$ cat config.mk
export PLATFORM = sky130hd
export DESIGN_NAME = fetch_pc_gen
export DESIGN_NICKNAME = d
export VERILOG_FILES = /design/src/rtl/fetch_pc_gen.sv
export SDC_FILE = /design/constraint.sdc
export NUM_CORES = 1
export LEC_CHECK = 0
export ABC_AREA = 1
export CAP_MARGIN = 20
export CORE_MARGIN = 8
export CORE_UTILIZATION = 40
export DETAILED_ROUTE_END_ITERATION = 10
export GPL_TIMING_DRIVEN = 0
export HOLD_SLACK_MARGIN = 0.15
export SLEW_MARGIN = 20
export SYNTH_ARGS = -nofsm -noshare
export SYNTH_HDL_FRONTEND = slang
export SYNTH_SLANG_ARGS = --single-unit
$ cat constraint.sdc
create_clock -name clk_i -period 11.4 [get_ports clk_i]
set_clock_uncertainty 0.05 [all_clocks]
set_input_delay 1.71 -clock clk_i [delete_from_list [all_inputs] [get_ports clk_i]]
set_output_delay 1.71 -clock clk_i [all_outputs]
set_load 0.01 [all_outputs]
$ cat src/rtl/fetch_pc_gen.sv
// Instruction-fetch front end: owns the fetch PC, consults the BTB, issues
// in-order memory requests and buffers returned instructions for decode.
// Redirects flush the buffer and discard responses still in flight.

package maverickOne_pkg;
    localparam int XLEN = 32;
endpackage

module fetch_pc_gen #(
    parameter int              XLEN      = maverickOne_pkg::XLEN,
    parameter int              DEPTH     = 4,
    parameter logic [XLEN-1:0] BOOT_ADDR = '0
) (
    input  logic            clk_i,
    input  logic            arst_ni,
    output logic [XLEN-1:0] btb_pc_o,
    input  logic            btb_match_i,
    input  logic [XLEN-1:0] btb_next_pc_i,
    input  logic            btb_update_i,
    output logic            imem_req_valid_o,
    input  logic            imem_req_ready_i,
    output logic [XLEN-1:0] imem_addr_o,
    input  logic            imem_rsp_valid_i,
    input  logic [31:0]     imem_rsp_data_i,
    output logic            instr_valid_o,
    input  logic            instr_ready_i,
    output logic [31:0]     instr_o,
    output logic [XLEN-1:0] instr_pc_o,
    output logic [XLEN-1:0] instr_pred_pc_o
);
    localparam int PW = $clog2(DEPTH);

    // Pointers carry one extra wrap bit so full and empty are distinguishable.
    typedef logic [PW:0] ptr_t;

    logic [XLEN-1:0] pc_q, pc_d;
    ptr_t            wr_ptr_q, wr_ptr_d;
    ptr_t            fill_ptr_q, fill_ptr_d;
    ptr_t            rd_ptr_q, rd_ptr_d;
    ptr_t            drop_cnt_q, drop_cnt_d;
    logic [DEPTH-1:0] ent_done_q;

    logic [XLEN-1:0] ent_pc_q    [DEPTH];
    logic [XLEN-1:0] ent_pred_q  [DEPTH];
    logic [31:0]     ent_instr_q [DEPTH];

    ptr_t            occ;
    ptr_t            pending;
    logic [PW+1:0]   budget;
    logic [XLEN-1:0] pred;
    logic            issue;
    logic            rsp_drop;
    logic            rsp_fill;
    logic            head_done;
    logic            out_fire;
    logic [PW-1:0]   wr_idx, fill_idx, rd_idx;

    assign wr_idx   = wr_ptr_q[PW-1:0];
    assign fill_idx = fill_ptr_q[PW-1:0];
    assign rd_idx   = rd_ptr_q[PW-1:0];

    assign occ     = wr_ptr_q - rd_ptr_q;
    assign pending = wr_ptr_q - fill_ptr_q;
    // Requests still owed by memory (live or to be dropped) never exceed DEPTH.
    assign budget  = {1'b0, occ} + {1'b0, drop_cnt_q};

    assign pred = btb_match_i ? btb_next_pc_i : pc_q + XLEN'(4);

    // While reset is held the PC outputs already show the boot address.
    assign btb_pc_o    = arst_ni ? pc_q : BOOT_ADDR;
    assign imem_addr_o = btb_pc_o;

    assign imem_req_valid_o = arst_ni & ~btb_update_i & (budget < (PW+2)'(DEPTH));
    assign issue            = imem_req_valid_o & imem_req_ready_i;

    assign rsp_drop = imem_rsp_valid_i & (drop_cnt_q != '0);
    assign rsp_fill = imem_rsp_valid_i & (drop_cnt_q == '0) & (pending != '0);

    assign head_done       = (occ != '0) & ent_done_q[rd_idx];
    assign instr_valid_o   = arst_ni & ~btb_update_i & head_done;
    assign out_fire        = instr_valid_o & instr_ready_i;
    assign instr_o         = ent_instr_q[rd_idx];
    assign instr_pc_o      = ent_pc_q[rd_idx];
    assign instr_pred_pc_o = ent_pred_q[rd_idx];

    // Next-state for PC, pointers and drop counter; redirect overrides all.
    always_comb begin
        pc_d       = pc_q;
        wr_ptr_d   = wr_ptr_q;
        fill_ptr_d = fill_ptr_q;
        rd_ptr_d   = rd_ptr_q;
        drop_cnt_d = drop_cnt_q;
        if (btb_update_i) begin
            pc_d       = btb_next_pc_i;
            fill_ptr_d = wr_ptr_q;
            rd_ptr_d   = wr_ptr_q;
            // A response this cycle either retires an old drop or a pending
            // entry; both shrink the set still owed by one.
            drop_cnt_d = drop_cnt_q + pending - {{PW{1'b0}}, (rsp_drop | rsp_fill)};
        end else begin
            if (issue) begin
                pc_d     = pred;
                wr_ptr_d = wr_ptr_q + 1'b1;
            end
            if (rsp_drop) drop_cnt_d = drop_cnt_q - 1'b1;
            if (rsp_fill) fill_ptr_d = fill_ptr_q + 1'b1;
            if (out_fire) rd_ptr_d   = rd_ptr_q + 1'b1;
        end
    end

    // Control state with synchronous active-low reset.
    always_ff @(posedge clk_i) begin
        if (!arst_ni) begin
            pc_q       <= BOOT_ADDR;
            wr_ptr_q   <= '0;
            fill_ptr_q <= '0;
            rd_ptr_q   <= '0;
            drop_cnt_q <= '0;
            ent_done_q <= '0;
        end else begin
            pc_q       <= pc_d;
            wr_ptr_q   <= wr_ptr_d;
            fill_ptr_q <= fill_ptr_d;
            rd_ptr_q   <= rd_ptr_d;
            drop_cnt_q <= drop_cnt_d;
            if (!btb_update_i) begin
                if (issue)    ent_done_q[wr_idx]   <= 1'b0;
                if (rsp_fill) ent_done_q[fill_idx] <= 1'b1;
            end
        end
    end

    // Entry payload; validity is tracked by pointers and done bits only.
    always_ff @(posedge clk_i) begin
        if (!btb_update_i) begin
            if (issue) begin
                ent_pc_q[wr_idx]   <= pc_q;
                ent_pred_q[wr_idx] <= pred;
            end
            if (rsp_fill) ent_instr_q[fill_idx] <= imem_rsp_data_i;
        end
    end

    // A response with nothing pending and nothing to drop breaks the protocol.
    a_no_stray_rsp: assert property (@(posedge clk_i) disable iff (!arst_ni)
        !(imem_rsp_valid_i && drop_cnt_q == '0 && pending == '0));

endmodule

After elaboration in Yosys (flattened, before gate mapping):

Memories as Yosys holds them, arrays and structs flattened. A register that Yosys moved wholly into a read port is not among the register bits.
Cells that the tools add are included.

* register bits after elaboration: 48
* memory bits (writable): 384
* input port bits: 71
* output and inout port bits: 162
* word-level logic and storage cells: 82
* memories: 3

* $add $sub $neg: 10
* magnitude comparators: 6
* mux-type cells: 32
* bitwise operators: 14
* reductions and logical operators: 11

Memories
* ent_instr_q: words 4, width 32, rd ports 1, clocked after memory_dff 1, write ports 1, line 45 `logic [31:0] ent_instr_q [DEPTH];`
* ent_pc_q: words 4, width 32, rd ports 1, clocked after memory_dff 1, write ports 1, line 43 `logic [XLEN-1:0] ent_pc_q [DEPTH];`
* ent_pred_q: words 4, width 32, rd ports 1, clocked after memory_dff 1, write ports 1, line 44 `logic [XLEN-1:0] ent_pred_q [DEPTH];`

Operators with widths (number)
* $mux 32: 4
* $add 32x3->32 const B: 1
* $mux 3: 6
* $mux 4: 4
* $mux 2: 6
* $add 3x1->3 const B: 3
* $and 1x1->1: 9
* $lt 2x3->1 const B: 3
* $mux 1: 9
* $reduce_bool 3->1: 3
* $reduce_bool 2->1: 4
* $sub 3x3->3: 2
* $add 3x3->4: 1
* $and 4x4->4: 1
* $demux 1 s2: 2
* $ge 2x1->1 const B: 2
* $lt 4x3->1 const B: 1
* $not 4->4: 1
* $or 4x4->4: 1
* $add 3x3->3: 1
* $logic_not 3->1: 1
* $sub 3x1->3: 1
* $sub 3x1->3 const B: 1
* $bmux 1 s2: 1
* 4 further kinds: 5

Longest topological paths before layout:

* depth in word-level cells: 11
* depth in mapped cells: 18
* gate-level depth less buffers: 18

Worst setup path after synthesis:

Ideal clock, no wire load.

* path type: input-to-reg
* start: input port btb_update_i
* end: memory ent_pc_q[0][0], enable pin
* setup time: 0.486 ns
* arrival time: 5.099 ns
* data required time: 10.864 ns
* path slack: 5.765 ns
* stages: 7
* buffers on the path: 2
* cell sequence: buf_2 > inv_2 > nand2_2 > nor2_1 > nand3_2 > clkbuf_1 > nor2_1

* longest elaborated chain between the ends: 7

Ends and longest elaborated chain
* start, declared: line 19 `input logic btb_update_i,`
* $not 1->1 (no source line)
* $and 1x1->1 (2 in a row): line 73 `assign imem_req_valid_o = arst_ni & ~btb_update_i & (budget < (PW+2)'(DEPTH));`
* $and 1x1->1: line 74 `assign issue = imem_req_valid_o & imem_req_ready_i;`
* $mux 1: line 136 `if (issue) begin`
* $mux 1 *: line 135 `if (!btb_update_i) begin`
* $mux 1 (not written as such) *: line 137 `ent_pc_q[wr_idx] <= pc_q;`
* end, declared: line 43

Every way passes the cells marked *; elsewhere a longest branch is shown, timed or not.

Worst setup path after layout:

* start: input port arst_ni
* end: output port imem_addr_o[15]

* longest elaborated chain between the ends: 1

Ends and longest elaborated chain
* start, declared: line 15 `input logic arst_ni,`
* $mux 32: line 70 `assign btb_pc_o = arst_ni ? pc_q : BOOT_ADDR;`
* end, declared: line 22 `output logic [XLEN-1:0] imem_addr_o,`

No other way between the ends.

==> impl_metrics.ini <==
[status]
status = complete, no violations

[die]
die-height_um = 231.7
initial_util_pct = 40.24
coreArea_um2 = 46260
fp.dieArea_um2 = 53700
fp_rows = 79
die_width_um = 231.7
pin_count = 233

[clocking]
cts.repair_timing.setup_buffer_count = 0
post_cts_resize_count = 0
clk_transition_reported_paths_ps = 60
cts.sinks = 434
clock-root-buffer = sky130_fd_sc_hd__clkbuf_16
clock_path_buffers = 3
cts_tree = done
cts_hold_buf = 0
cts_made_buffers = 45
clk_latency_ps = 590
cts.htree.levels = 2

[detailed_routing]
drt-vias-per-instance = 5.293
via_count = 13920
detail-route-antenna-nets = 0
first_pass_iters = 5
routed_wire_length_per_instance_um = 21.56
post-route-drc-count = 0
drtIter0Drc = 1221
sum_of_routed_wire_length_over_all_layers_um = 56710

[synthesis]
synth_common_cells = sky130_fd_sc_hd__edfxtp_1 (384), sky130_fd_sc_hd__nor2_1 (250), sky130_fd_sc_hd__o21ai_0 (236)
seq_area_frac_synth_pct = 67.32
number_of_storage_elements_in_the_synthesis_netlist = 434
syn_nets = 1787
synth_warnings = 0
yosys.cell_count.top_type = sky130_fd_sc_hd__edfxtp_1
yosys.cell_types.count = 38
synth_top_flop_cell = sky130_fd_sc_hd__edfxtp_1
synth_top_area_cell = sky130_fd_sc_hd__edfxtp_1
netlist_area_um2 = 18620
synth.top_cells.by_area = sky130_fd_sc_hd__edfxtp_1 (62%), sky130_fd_sc_hd__o21ai_0 (6.3%), sky130_fd_sc_hd__dfxtp_1 (5.4%)
post_synth.cell_area_avg_um2 = 10.99
postSynthCellCount = 1694
synth_enable_flop_cells = 384
synth_async_sr_flop_share_pct = 0
synth_top_cell_area_share_pct = 61.94

[finish]
post_route_cells_drive_above_1_share_pct = 9.590
post_layout_nonfiller_instances = 2630
multiInputGateArea_um2 = 5054
antenna-diode-count = 0
fillerInstances = 4112
regArea_um2 = 12530
area_growth_syn_to_layout_pct = 27.14
final_core_utilization_pct = 51.16
nets = 2080

[pwr]
power.share.clock_pct = 39.8
p_sw_w = 0.0009788
design_power_total_w = 0.003965
power.share.switching_pct = 24.68
power_report.internal_total_w = 0.002987
power_density_nw_per_um2 = 167.5
power.share.combinational_pct = 13.9
ir_drop_mv = 0.1076
power_frac_seq_pct = 46.3
power.static_leakage_nw = 8.364

[global_route]
vias_in_the_first_global_route = 13570
grt_overflow_total = 0
grt_antenna_before_repair = 0
track_usage_pct = 20.54
grt_max_degree = 26
grt_first_pass_wirelength_um = 84190

[critical_path]
setup.worst_path.class = in -> out
critPathRequiredTime_ps = 9640
worstSetupEndpointType = output pin
critical_path.startpoint = arst_ni
crit_fanout = 10
regToRegStartpoint = rd_ptr_q[0]$_SDFFE_PN0N_
setup.worst_path.start_class = input pin
worstPathArrival_ps = 4420

[sta]
setup_repair_after_global_routing_missed_its_margin = false
timing_hold_violations_final = 0
max_freq_mhz = 161.9
report.final.setup_viol = 0
totalNegativeSetupSlack_ps = 0
drv_slew = 0
headroom_to_the_max_slew_limit_pct = 36.46
final.min_clock_period_ps = 6176
tightest_slew_ps = 953.1
post-route-period-util_pct = 54.18

[run]
cap_viol_max_count = 0

[placed_design]
finalWeightedCongestion = 0.9458
detailed_placement_wirelength_estimate_um = 39810
placed_cells_incl_taps = 2547
port_buffers = 230

[hold_path]
worstHoldStart = ent_done_q[2]$_SDFFE_PN0N_
worst_hold_path_type = reg -> reg
==> layout by cell type (no fill, tap or decap), drive strengths merged, types with 2 or more instances in the layout <==
| cell | count |
|---|---|
| o21a | 3 |
| dfxtp | 50 |
| buf | 64 |
| o21ai | 239 |
| bufinv | 8 |
| a21oi | 48 |
| edfxtp | 384 |
| clkinv | 21 |
| xnor2 | 7 |
| nand2 | 241 |
| and2 | 8 |
| or2 | 8 |
| a21boi | 2 |
| nor2 | 261 |
| nand3 | 49 |
| clkbuf | 130 |
| ha | 19 |
| o22ai | 99 |
| a22oi | 2 |
| nand4 | 7 |
| fa | 3 |
| inv | 119 |
| a31oi | 7 |
| clkdlybuf4s50 | 230 |
| xor2 | 6 |
| o211ai | 4 |
==> sequential cells by signal (all words and copies together) (netlist names), named ones only <==
register and flops:
ent_done_q 4, wr_ptr_q 3, drop_cnt_q 3, ent_pc_q 128, ent_instr_q 128, ent_pred_q 128
rd_ptr_q 3, pc_q 32, fill_ptr_q 3
==> power by group through the flow <==
stage          Sequential (W)  Combinational [W]  Clock (W)
2_1_floorplan         0.00185           0.000284          0
3_3_place_gp          0.00187           0.000534          0
3_5_place_dp          0.00187           0.000553          0
4_1_cts               0.00184           0.000557    0.00160
5_1_grt               0.00184           0.000603    0.00166
6_report              0.00184           0.000550    0.00158
==> per-layer routing <==
layer  GRT usage (%)  wire length (um)
met2           33.28             26910
met4           6.295              1349
met1           27.77             23900
met5               0                 0
met3           3.921              4552
==> per-stage QoR <==
| step | hold slack (ps) | cell area [um2] | worst slack [ps] |
|---|---|---|---|
| floorplan | 400.4 | 18620 | 5765 |
| global placement | 412.1 | 21680 | 2725 |
| detailed placement | 433.3 | 22060 | 5213 |
| CTS | 441.6 | 23670 | 5206 |
| global route | 468.0 | 23670 | 5125 |
| finish | 453.7 | 23670 | 5224 |
==> cell type report <==
class	count	area share, %
clock buffers	55	5.302
well taps	607	3.209
flip-flops and latches	434	52.95
multi-input cells	1016	21.35
plain buffers	123	2.559
repair buffers	246	11.24
inverters	121	1.919
clock inverters	28	1.470
==> critical path, stage by stage <==
cell	delay, ps
sky130_fd_sc_hd__clkdlybuf4s50_1	590
sky130_fd_sc_hd__clkbuf_1	620
sky130_fd_sc_hd__clkbuf_1	510
sky130_fd_sc_hd__nand2_1	220
sky130_fd_sc_hd__inv_1	120
sky130_fd_sc_hd__buf_4	110
sky130_fd_sc_hd__clkdlybuf4s50_1	530
==> worst paths after layout <==
check,slack [ps],cells after the start,endpoint
min,450,2,ent_done_q[2]$_SDFFE_PN0N_
max,5220,7,imem_addr_o[15]
min reg2reg,450,2,ent_done_q[2]$_SDFFE_PN0N_
max reg2reg,7340,15,ent_pc_q[2][31]$_DFFE_PP_
==> cell families after synthesis <==
logic type,after synthesis,share of synthesized area (%)
simple gates,576,12.97
flops,434,67.32
compound gates,405,11.80
buf+inv,244,5.693
fa+ha+maj,22,1.600
xor+xnor,13,0.6116
(Power assumes the default switching activity.)
